### src/rtl/ofifo_drain_ctrl.sv
// Drains num_rows rows from the output FIFO into consecutive psum SRAM addresses.
// Reads are spaced by a pending flag because the FIFO registers its read request.
module ofifo_drain_ctrl #(
   parameter int col = 8,
   parameter int bw  = 4,
   parameter int aw  = 11
) (
   input  logic                clk,
   input  logic                reset,
   input  logic                start,
   input  logic [aw-1:0]       base_addr,
   input  logic [aw:0]         num_rows,
   input  logic                ofifo_valid,
   input  logic                ofifo_full,
   input  logic [col*bw-1:0]   ofifo_out,
   output logic                ofifo_rd,
   output logic                mem_wr,
   output logic [aw-1:0]       mem_addr,
   output logic [col*bw-1:0]   mem_din,
   output logic                busy,
   output logic                done,
   output logic                overflow
);

   typedef enum logic [1:0] {
      IDLE  = 2'd0,
      DRAIN = 2'd1,
      DONE  = 2'd2
   } state_t;

   state_t          state_q, state_d;
   logic [aw-1:0]   base_q, base_d;
   logic [aw:0]     num_q, num_d;
   logic [aw:0]     issued_q, issued_d;
   logic [aw:0]     written_q, written_d;
   logic            pend_q, pend_d;
   logic [aw-1:0]   addr_q, addr_d;
   logic            overflow_q, overflow_d;

   logic            start_acc;
   logic            rd_req;
   logic [aw-1:0]   wr_addr;

   always_comb begin
      state_d    = state_q;
      base_d     = base_q;
      num_d      = num_q;
      issued_d   = issued_q;
      written_d  = written_q;
      pend_d     = pend_q;
      addr_d     = addr_q;

      start_acc  = (state_q == IDLE) && start;
      rd_req     = (state_q == DRAIN) && ofifo_valid && !pend_q && (issued_q < num_q);
      // Address arithmetic is aw bits wide so it wraps naturally at 2^aw.
      wr_addr    = base_q + written_q[aw-1:0];

      case (state_q)
         IDLE: begin
            if (start) begin
               base_d    = base_addr;
               num_d     = num_rows;
               issued_d  = '0;
               written_d = '0;
               pend_d    = 1'b0;
               state_d   = (num_rows == '0) ? DONE : DRAIN;
            end
         end
         DRAIN: begin
            if (rd_req) begin
               issued_d = issued_q + 1'b1;
               pend_d   = 1'b1;
            end
            if (pend_q) begin
               written_d = written_q + 1'b1;
               pend_d    = 1'b0;
               addr_d    = wr_addr;
               if (written_q + 1'b1 == num_q) begin
                  state_d = DONE;
               end
            end
         end
         DONE: begin
            state_d = IDLE;
         end
         default: begin
            state_d = IDLE;
         end
      endcase

      // A full sample in the same cycle as an accepted start still records the error.
      overflow_d = (start_acc ? 1'b0 : overflow_q) | ofifo_full;
   end

   always_ff @(posedge clk) begin
      if (reset) begin
         state_q    <= IDLE;
         base_q     <= '0;
         num_q      <= '0;
         issued_q   <= '0;
         written_q  <= '0;
         pend_q     <= 1'b0;
         addr_q     <= '0;
         overflow_q <= 1'b0;
      end else begin
         state_q    <= state_d;
         base_q     <= base_d;
         num_q      <= num_d;
         issued_q   <= issued_d;
         written_q  <= written_d;
         pend_q     <= pend_d;
         addr_q     <= addr_d;
         overflow_q <= overflow_d;
      end
   end

   assign ofifo_rd = rd_req;
   assign mem_wr   = pend_q;
   assign mem_addr = pend_q ? wr_addr : addr_q;
   assign mem_din  = ofifo_out;
   assign busy     = (state_q == DRAIN) || (state_q == DONE);
   assign done     = (state_q == DONE);
   assign overflow = overflow_q;

endmodule

### config.mk
export PLATFORM = sky130hd
export DESIGN_NAME = ofifo_drain_ctrl
export DESIGN_NICKNAME = d
export VERILOG_FILES = /design/src/rtl/ofifo_drain_ctrl.sv
export SDC_FILE = /design/constraint.sdc
export NUM_CORES = 1
export LEC_CHECK = 0
export ABC_AREA = 1
export BUFFER_PORTS_ARGS = -buffer_cell sky130_fd_sc_hd__buf_2
export CAP_MARGIN = 20
export CORE_ASPECT_RATIO = 0.5
export CORE_MARGIN = 1
export CORE_UTILIZATION = 59
export CTS_BUF_LIST = sky130_fd_sc_hd__clkbuf_4
export DETAILED_ROUTE_END_ITERATION = 16
export HOLD_SLACK_MARGIN = 0.08
export PLACE_DENSITY = 0.88
export SYNTH_ARGS = -nofsm -noshare
export SYNTH_HDL_FRONTEND = slang
export SYNTH_SLANG_ARGS = --single-unit
### constraint.sdc
create_clock -name clk -period 2.98 [get_ports clk]
set_clock_uncertainty 0.1 [all_clocks]
set_input_delay 0.447 -clock clk [delete_from_list [all_inputs] [get_ports clk]]
set_output_delay 0.447 -clock clk [all_outputs]
set_load 0.02 [all_outputs]
==> results of run 1 <==
==> stage by stage <==
stage / setup slack (ns) / hold WS, ns / power (W) / util [%]
floorplan: 0.518 / 0.356 / 0.00197 / -
global placement: 0.461 / 0.362 / 0.00218 / 62.3
detailed placement: 0.401 / 0.380 / 0.00221 / 62.3
CTS: 0.0292 / 0.137 / 0.00275 / 64.1
global route: -0.0489 / 0.177 / 0.00300 / 64.7
finish: 0.151 / 0.139 / 0.00278 / 64.7
==> state kept, by name, summed over array words and instances, names as in the netlist <==
| signal | count |
|---|---|
| addr_q | 11 |
| issued_q | 12 |
| written_q | 12 |
| num_q | 12 |
| base_q | 11 |
| overflow | 1 |
| mem_wr | 1 |
| state_q | 2 |
==> final timing paths <==
check / startpoint / depth (start not counted) / to
max reg2reg: state_q[0] / 11 / issued_q[9]
min: ofifo_full / 3 / overflow
min reg2reg: overflow / 2 / overflow
max: written_q[2] / 11 / mem_addr[7]
==> cell families (layout without fill, tap and decap cells) <==
| family | Yosys count | in the layout | share of synthesized area [%] |
|---|---|---|---|
| AO/OA/AOI/OAI | 120 | 120 | 14.8 |
| buffers and inverters | 127 | 140 | 14.5 |
| AND/OR/NAND/NOR | 289 | 289 | 29.6 |
| flip-flops | 62 | 62 | 29.9 |
| adder cells (fa/ha/maj) | 28 | 28 | 8.62 |
| XOR/XNOR | 12 | 12 | 2.53 |
==> critical path: cells and delay by family, from the launching register on <==
| kind | cells | cell delay (ns) |
|---|---|---|
| compound gates | 3 | 0.46 |
| simple gates | 5 | 0.42 |
| flops | 1 | 0.39 |
| fa+ha+maj | 1 | 0.37 |
| buf+inv | 2 | 0.23 |
==> layout by cell type, fill, tap and decap left out, drive strengths merged <==
cell / instances
nand4: 7
clkinv: 5
nand3: 53
a21oi: 60
dfxtp: 62
a211oi: 2
clkinvlp: 1
nor2: 77
nand3b: 2
xnor2: 5
inv: 76
clkbuf: 9
nand2: 144
xor2: 7
nor4: 3
bufinv: 1
o21ai: 52
buf: 48
fa: 1
ha: 27
nor3: 2
o22ai: 2
a31oi: 2
nor3b: 1
o21bai: 2
==> per-layer routing <==
layer / vias up / GRT usage, %
met1: 1785 / 33.4
met4: 0 / 10.8
li1: 2055 / -
met3: 21 / 6.02
met2: 101 / 47.7
met5: - / 0
==> timing repair <==
action / CTS / global route
endpoints found under the setup margin: 1 / 6
resized for setup: 1 / 15
hold endpoints to repair: 0 / 0
setup buffers: 0 / 0
==> cell type report <==
cell class,instances,area (um2),share of cell area (%)
Clock inverter,6,53.8,1.23
Sequential cell,62,1250,28.7
Timing Repair Buffer,48,255,5.84
Multi-Input combinational cell,449,2340,53.5
Tap cell,92,115,2.63
Clock buffer,9,67.6,1.55
Inverter,77,289,6.61
==> power breakdown <==
part / internal [W] / switching (W)
clock network: 0.000241 / 0.000309
logic: 0.000374 / 0.000792
registers: 0.000978 / 0.0000867
total: 0.00159 / 0.00119
==> flow_metrics.env, run 1 <==
export IMPL_status="finished clean"
export IMPL_core_area_um2=6750
export IMPL_tightestPinTransition_ns=0.661
export IMPL_die_h_um=61.3
export IMPL_critical_path_class="reg -> out"
export IMPL_portBuffers=43
export IMPL_h_tree_depth=3
export IMPL_start_util_pct=61.5
export IMPL_synth_most_common_cell="nand2_1"
export IMPL_die_area_um2=7390
export IMPL_slew_viol_final=0
export IMPL_antenna_found_initial=0
export IMPL_post_place_cells=728
export IMPL_root_buffer="clkbuf_4"
export IMPL_rows=21
export IMPL_slowest_delay_ns=0.39
export IMPL_cts_sinks=62
export IMPL_grt_pass1_wl_um=15300
export IMPL_async_flop_share_pct=0
export IMPL_synth_flop_cell="dfxtp_1"
export IMPL_first_global_vias=3395
export IMPL_period_minus_slack_ns=2.83
export IMPL_end_kind="primary output"
export IMPL_hold_viol_final=0
export IMPL_route_met2_wl_um=4450
export IMPL_via_count=3962
export IMPL_die_w_um=121
export IMPL_slew_headroom_pct=55.9
export IMPL_synth_top_area_share_pct=29.9
export IMPL_grtUsageTotal_pct=27.1
export IMPL_crit_fanout=8
export IMPL_firstDrtPassIters=5
export IMPL_top_layer="met4"
export IMPL_period_share_pct=94.9
export IMPL_p_leak_nw=1.97
export IMPL_cts_made_buffers=9
export IMPL_fin_tns_setup_ns=0
export IMPL_seq_area_frac_synth_pct=29.9
export IMPL_drv_cap=0
export IMPL_wl_um=9740
export IMPL_cts_path_max_buffers=2
export IMPL_p_per_area_nw_per_um2=636
export IMPL_drt_iter0_drc=271
export IMPL_fillerInstances=613
export IMPL_stdcell_area_um2=4370
export IMPL_crit_chain="ha_1 > a21oi_2 > o21ai_0 > a21oi_1 > inv_1 > nand3_1 > nand2_1 > nand2_1 > nand3_1 > nand2_1 > buf_2"
export IMPL_start_kind="register"
export IMPL_grt_overflow_total=0
export IMPL_cpMostUsedCell="nand2_1"
export IMPL_area_growth_pct=5.31
export IMPL_r2r_setup_slack_ns=0.58
export IMPL_syn_inst=638
export IMPL_grt_max_degree=36
export IMPL_yosys_warnings=0
export IMPL_post_dp_cell_area_um2=4200
export IMPL_dp_hpwl_um=7300
export IMPL_ys_ff_latch=62
export IMPL_synth_edf_count=0
export IMPL_clk_pin_slew_ns=0.10
export IMPL_nets=735
export IMPL_clk_latency_ns=0.42
export IMPL_netlist_top_cells_count="139 x nand2_1, 73 x inv_1, 73 x nor2_1"
export IMPL_synthesis_nets=726
export IMPL_setup_violations=0
export IMPL_ios=108
export IMPL_syn_area_um2=4150
export IMPL_ys_types=29
export IMPL_ir_worst_vdd_v=0.000290
export IMPL_wl_per_cell_um=13.1
export IMPL_cts_tree="done"
export IMPL_place_gp_congestion=0.921
export IMPL_met1_length_um=4470
export IMPL_viasPerCell=5.33
export IMPL_final_instance_count_excl_fill=743
export IMPL_cts_hold_buf=0
export IMPL_crit_arrival_ns=2.28
export IMPL_fmax_ghz=0.353
export IMPL_wl_met3_um=636
export IMPL_drtAntennaViolNets=0
export IMPL_crit_path_top_delay_cell="dfxtp_4"
export IMPL_min_path_type="in -> reg"
export IMPL_cp_required_ns=2.43
export IMPL_diodes=0
export IMPL_synth_avg_cell_area_um2=6.51
export IMPL_layout_drive_gt1_share_pct=13.2
export IMPL_drc=0
export IMPL_yosysTopAreaCell="dfxtp_1"
export IMPL_yosys_top_cells_area="dfxtp_1 30%, nand2_1 13%, ha_1 8.1%"
No activity file was read; power rests on OpenSTA's default activity.
==> run 2: changes to the inputs <==
CORE_UTILIZATION = 35   (was 59)
PLACE_DENSITY = 0.57   (was 0.88)
==> run 2 against run 1 <==
Against the previous run: design area is 1.5% higher; global-route usage is 9.1 points lower; die area grew 67%; sequential share of layout area is 0.48 points lower; clock power down 14%; combinational power hardly changed; routed wire length is 7.6% higher; critical path type unchanged; critical endpoint is now mem_addr[8]; largest cell class unchanged.
==> flow_metrics.env, run 2 (synthesized netlist as in run 1, its figures left out) <==
export IMPL_nets=738
export IMPL_cts_hold_buf=0
export IMPL_p_leak_nw=1.97
export IMPL_tightestPinTransition_ns=0.622
export IMPL_rr_worst_depth=12
export IMPL_wl_per_cell_um=12.9
export IMPL_period_minus_slack_ns=2.80
export IMPL_setup_violations=0
export IMPL_cts_sinks=62
export IMPL_grtUsageTotal_pct=18.0
export IMPL_diodes=0
export IMPL_min_path_type="in -> reg"
export IMPL_critical_path_class="reg -> out"
export IMPL_core_area_um2=11200
export IMPL_drt_iter0_drc=216
export IMPL_cts_tree="done"
export IMPL_area_growth_pct=6.87
export IMPL_p_per_area_nw_per_um2=612
export IMPL_start_util_pct=36.9
export IMPL_clkPwrFrac_pct=17.4
export IMPL_portBuffers=43
export IMPL_crit_fanout=4
export IMPL_crit_family="adder cells"
export IMPL_top_regs="issued_q: 12 flops, num_q: 12 flops, written_q: 12 flops"
export IMPL_hold_viol_final=0
export IMPL_power_internal_w=0.00152
export IMPL_h_tree_depth=3
export IMPL_cpMostUsedCell="nand3_1"
export IMPL_pwr_share_seq_pct=38.8
export IMPL_antenna_found_initial=0
export IMPL_ios=108
export IMPL_slowest_delay_ns=0.38
export IMPL_crit_path_top_delay_cell="fa_2"
export IMPL_first_global_vias=3482
export IMPL_slew_headroom_pct=58.2
export IMPL_clk_latency_ns=0.42
export IMPL_post_place_cells=798
export IMPL_grt_max_degree=36
export IMPL_viasPerCell=4.73
export IMPL_finalPower_w=0.00272
export IMPL_firstDrtPassIters=4
export IMPL_place_gp_congestion=0.868
export IMPL_post_dp_cell_area_um2=4310
export IMPL_r2r_setup_slack_ns=0.69
export IMPL_drv_cap=0
export IMPL_slew_viol_final=0
export IMPL_via_count=3843
export IMPL_layout_common_cells="139 x nand2_1, 73 x inv_1, 73 x nor2_1"
export IMPL_die_area_um2=12300
export IMPL_wl_um=10500
export IMPL_cts_setup_buffers=0
export IMPL_timing_rr_start="num_q[9]"
export IMPL_crit_arrival_ns=2.26
export IMPL_cp_required_ns=2.43
export IMPL_cts_path_max_buffers=2
export IMPL_final_instance_count_excl_fill=812
export IMPL_worstReg2RegEnd="issued_q[9]"
export IMPL_crit_chain="ha_1 > fa_2 > nand3_1 > nand3_1 > inv_1 > o21bai_1 > nand3_1 > nand3_1 > a31oi_2 > buf_4"
export IMPL_path_depth=10
export IMPL_grt_overflow_total=0
export IMPL_hold_start="ofifo_full"
export IMPL_die_w_um=156
export IMPL_dp_hpwl_um=8000
export IMPL_grt_pass1_wl_um=16900
export IMPL_p_sw_w=0.00119
export IMPL_start_kind="register"
export IMPL_stdcell_area_um2=4440
export IMPL_holdPathStages=3
export IMPL_root_buffer="clkbuf_4"
export IMPL_crit_buf_inv=2
export IMPL_rows=27
export IMPL_cts_made_buffers=9
export IMPL_ir_worst_vdd_v=0.000183
export IMPL_drtAntennaViolNets=0
export IMPL_die_h_um=79
export IMPL_hold_end="overflow"
export IMPL_end_kind="primary output"
export IMPL_period_share_pct=94.1
export IMPL_layout_drive_gt1_share_pct=13.2
export IMPL_clk_pin_slew_ns=0.11
export IMPL_drc=0
export IMPL_combinationalPowerShare_pct=43.8
export IMPL_fmax_ghz=0.357
export IMPL_status="finished clean"
export IMPL_final_common_cell="nand2_1"
export IMPL_swShare_pct=43.9
-- run 2: worst max path at each step --
stage                       from     endpoint
floorplan           written_q[0]  mem_addr[8]
global placement       base_q[0]  mem_addr[8]
detailed placement  written_q[2]  mem_addr[7]
CTS                 written_q[2]  mem_addr[7]
global route        written_q[2]  mem_addr[7]
finish                 base_q[0]  mem_addr[8]
-- run 2: final cells by class --
cell class | count | area [um2]
fill | 1263 | 6810
clock buffer | 10 | 75.1
tap | 159 | 199
multi-input combinational | 449 | 2330
timing repair buffer | 51 | 278
sequential | 62 | 1250
clock inverter | 4 | 16.3
inverter | 77 | 289
-- run 2: through the flow --
| step | setup slack, ns | util [%] | hold slack (ns) | setup TNS [ns] |
|---|---|---|---|---|
| after detailed placement | 0.494 | 38.3 | 0.374 | 0 |
| final | 0.175 | 39.4 | 0.120 | 0 |
| after global routing | -0.0248 | 39.4 | 0.117 | -0.0248 |
| after global placement | 0.510 | 38.3 | 0.361 | 0 |
| after floorplan | 0.518 | - | 0.356 | 0 |
| after CTS | 0.0211 | 39.1 | 0.102 | 0 |
-- run 2: worst min-delay path: cells and delay by family --
family	cells	cell delay, ns
buf+inv	1	0.08
simple gates	1	0.07
compound gates	1	0.03
-- run 2: power groups by stage --
stage               combinational (W)  sequential, W  clock (W)
finish                        0.00119        0.00105   0.000473
detailed placement            0.00118        0.00107          0
global route                  0.00135        0.00107   0.000532
global placement              0.00117        0.00107          0
floorplan                    0.000909        0.00106          0
CTS                           0.00119        0.00105   0.000488
-- run 2: layer usage --
| metal | vias to the layer above | part of all wire (%) | global-route usage, % |
|---|---|---|---|
| li1 | 2064 | - | - |
| met1 | 1678 | 53 | 24.5 |
| met2 | 74 | 40 | 26.8 |
| met3 | 27 | 4.5 | 4.80 |
| met4 | 0 | 2.0 | 6.96 |
| met5 | - | 0 | 0 |
-- run 2: timing repair --
item,4_1_cts,5_1_grt
hold endpoints to repair,0,0
endpoints found under the setup margin,0,6
gates resized for setup,0,13
==> run 3: changes to the inputs <==
REMOVE_ABC_BUFFERS = 1   (was unset)
==> run 3 against run 2 <==
Against the previous run: maximum frequency is essentially flat; power up 6.9%; critical path depth did not move.
==> flow_metrics.env, run 3 (synthesized netlist as in run 1, its figures left out) <==
export IMPL_start_util_pct=36.9
export IMPL_slowest_delay_ns=0.38
export IMPL_dp_hpwl_um=8550
export IMPL_finalPower_w=0.00290
export IMPL_die_area_um2=12300
export IMPL_cts_sinks=62
export IMPL_clk_latency_ns=0.41
export IMPL_p_per_area_nw_per_um2=645
export IMPL_crit_family="adder cells"
export IMPL_status="finished clean"
export IMPL_startpoint="base_q[0]"
export IMPL_wl_um=11100
export IMPL_wl_per_cell_um=13.7
export IMPL_min_path_type="in -> reg"
export IMPL_slew_headroom_pct=54.1
export IMPL_period_minus_slack_ns=2.80
export IMPL_cpMostUsedCell="nand3_1"
export IMPL_core_area_um2=11200
export IMPL_clkPwrFrac_pct=22.3
export IMPL_drt_iter0_drc=216
export IMPL_rr_worst_depth=12
export IMPL_holdPathStages=3
export IMPL_place_gp_congestion=0.854
export IMPL_cp_required_ns=2.43
export IMPL_tightestPinTransition_ns=0.688
export IMPL_r2r_setup_slack_ns=0.66
export IMPL_power_internal_w=0.00171
export IMPL_combinationalPowerShare_pct=41.4
export IMPL_start_kind="register"
export IMPL_h_tree_depth=3
export IMPL_final_common_cell="nand2_1"
export IMPL_nets=738
export IMPL_portBuffers=43
export IMPL_hold_viol_final=0
export IMPL_holdWs_ns=0.138
export IMPL_crit_fanout=4
export IMPL_first_global_vias=3521
export IMPL_setup_violations=0
export IMPL_area_growth_pct=8.41
export IMPL_viasPerCell=4.82
export IMPL_drv_cap=0
export IMPL_crit_buf_inv=2
export IMPL_die_h_um=79
export IMPL_fin_tns_setup_ns=0
export IMPL_critical_path_class="reg -> out"
export IMPL_slew_viol_final=0
export IMPL_hold_start="ofifo_full"
export IMPL_cts_hold_buf=0
export IMPL_die_w_um=156
export IMPL_via_count=3930
export IMPL_crit_arrival_ns=2.26
export IMPL_cts_tree="done"
export IMPL_fmax_ghz=0.357
export IMPL_layout_drive_gt1_share_pct=13.4
export IMPL_worstReg2RegEnd="issued_q[5]"
export IMPL_grt_max_degree=36
export IMPL_clk_pin_slew_ns=0.10
export IMPL_cts_path_max_buffers=2
export IMPL_pwr_share_seq_pct=36.3
export IMPL_swShare_pct=41.2
export IMPL_p_leak_nw=2.00
export IMPL_antenna_found_initial=1
export IMPL_layout_common_cells="139 x nand2_1, 73 x inv_1, 73 x nor2_1"
export IMPL_rows=27
export IMPL_top_regs="issued_q: 12 flops, num_q: 12 flops, written_q: 12 flops"
export IMPL_cts_setup_buffers=0
export IMPL_ir_worst_vdd_v=0.000248
export IMPL_drtAntennaViolNets=0
export IMPL_end_kind="primary output"
export IMPL_drc=0
export IMPL_grtUsageTotal_pct=19.0
export IMPL_p_sw_w=0.00120
export IMPL_grt_overflow_total=0
export IMPL_hold_end="overflow"
export IMPL_root_buffer="clkbuf_4"
export IMPL_period_share_pct=94.1
export IMPL_firstDrtPassIters=4
export IMPL_timing_rr_start="num_q[9]"
export IMPL_ios=108
export IMPL_grt_pass1_wl_um=17800
export IMPL_crit_path_top_delay_cell="fa_2"
export IMPL_crit_chain="ha_1 > fa_2 > nand3_1 > nand3_1 > inv_1 > o21bai_2 > nand3_1 > nand3_1 > a31oi_2 > buf_4"
export IMPL_cts_made_buffers=9
run 3: power by group through the flow:
stage | sequential [W] | combinational, W | clock [W]
finish | 0.00105 | 0.00120 | 0.000648
global route | 0.00107 | 0.00136 | 0.000704
CTS | 0.00105 | 0.00120 | 0.000668
detailed placement | 0.00107 | 0.00120 | 0
global placement | 0.00107 | 0.00119 | 0
floorplan | 0.00107 | 0.000794 | 0
run 3: final cells by class:
class / count / area (um2)
sequential: 62 / 1250
fill: 1217 / 6750
tap: 159 / 199
clock inverter: 6 / 76.3
inverter: 77 / 289
multi-input combinational: 449 / 2330
antenna: 1 / 2.50
clock buffer: 10 / 75.1
timing repair buffer: 51 / 278
run 3: per-layer routing:
layer  wire length (um)  part of all wire, %  GRT usage (%)
met1               5570                   50           25.5
met2               4630                   42           27.8
met3                912                  8.2           7.75
met4                 38                 0.34           4.51
met5                  0                    0           2.16
run 3: per-stage QoR:
stage | instances | worst slack (ns) | cell area, um2 | utilization [%]
floorplan | 588 | 0.443 | 3840 | -
global placement | 798 | 0.513 | 4310 | 38.3
detailed placement | 798 | 0.491 | 4310 | 38.3
CTS | 814 | 0.0340 | 4460 | 39.7
global route | 815 | -0.00160 | 4500 | 40.0
finish | 815 | 0.175 | 4500 | 40.0
run 3: worst min-delay path, cell delays in order:
cell     delay [ns]
buf_2          0.08
a21oi_1        0.03
nor2_1         0.06
run 3: timing repair:
item / 4_1_cts / 5_1_grt
gates resized for setup: 1 / 13
endpoints found under the setup margin: 1 / 5
pin swaps: 0 / 0
run 3: worst max path at each step:
stage          slack, ns  cells past startpoint          end
2_1_floorplan       0.44                     11  issued_q[6]
4_1_cts             0.03                     10  mem_addr[8]
3_5_place_dp        0.49                     11  mem_addr[7]
3_3_place_gp        0.51                     10  mem_addr[8]
5_1_grt           -0.002                     10  mem_addr[8]
6_report            0.18                     10  mem_addr[8]
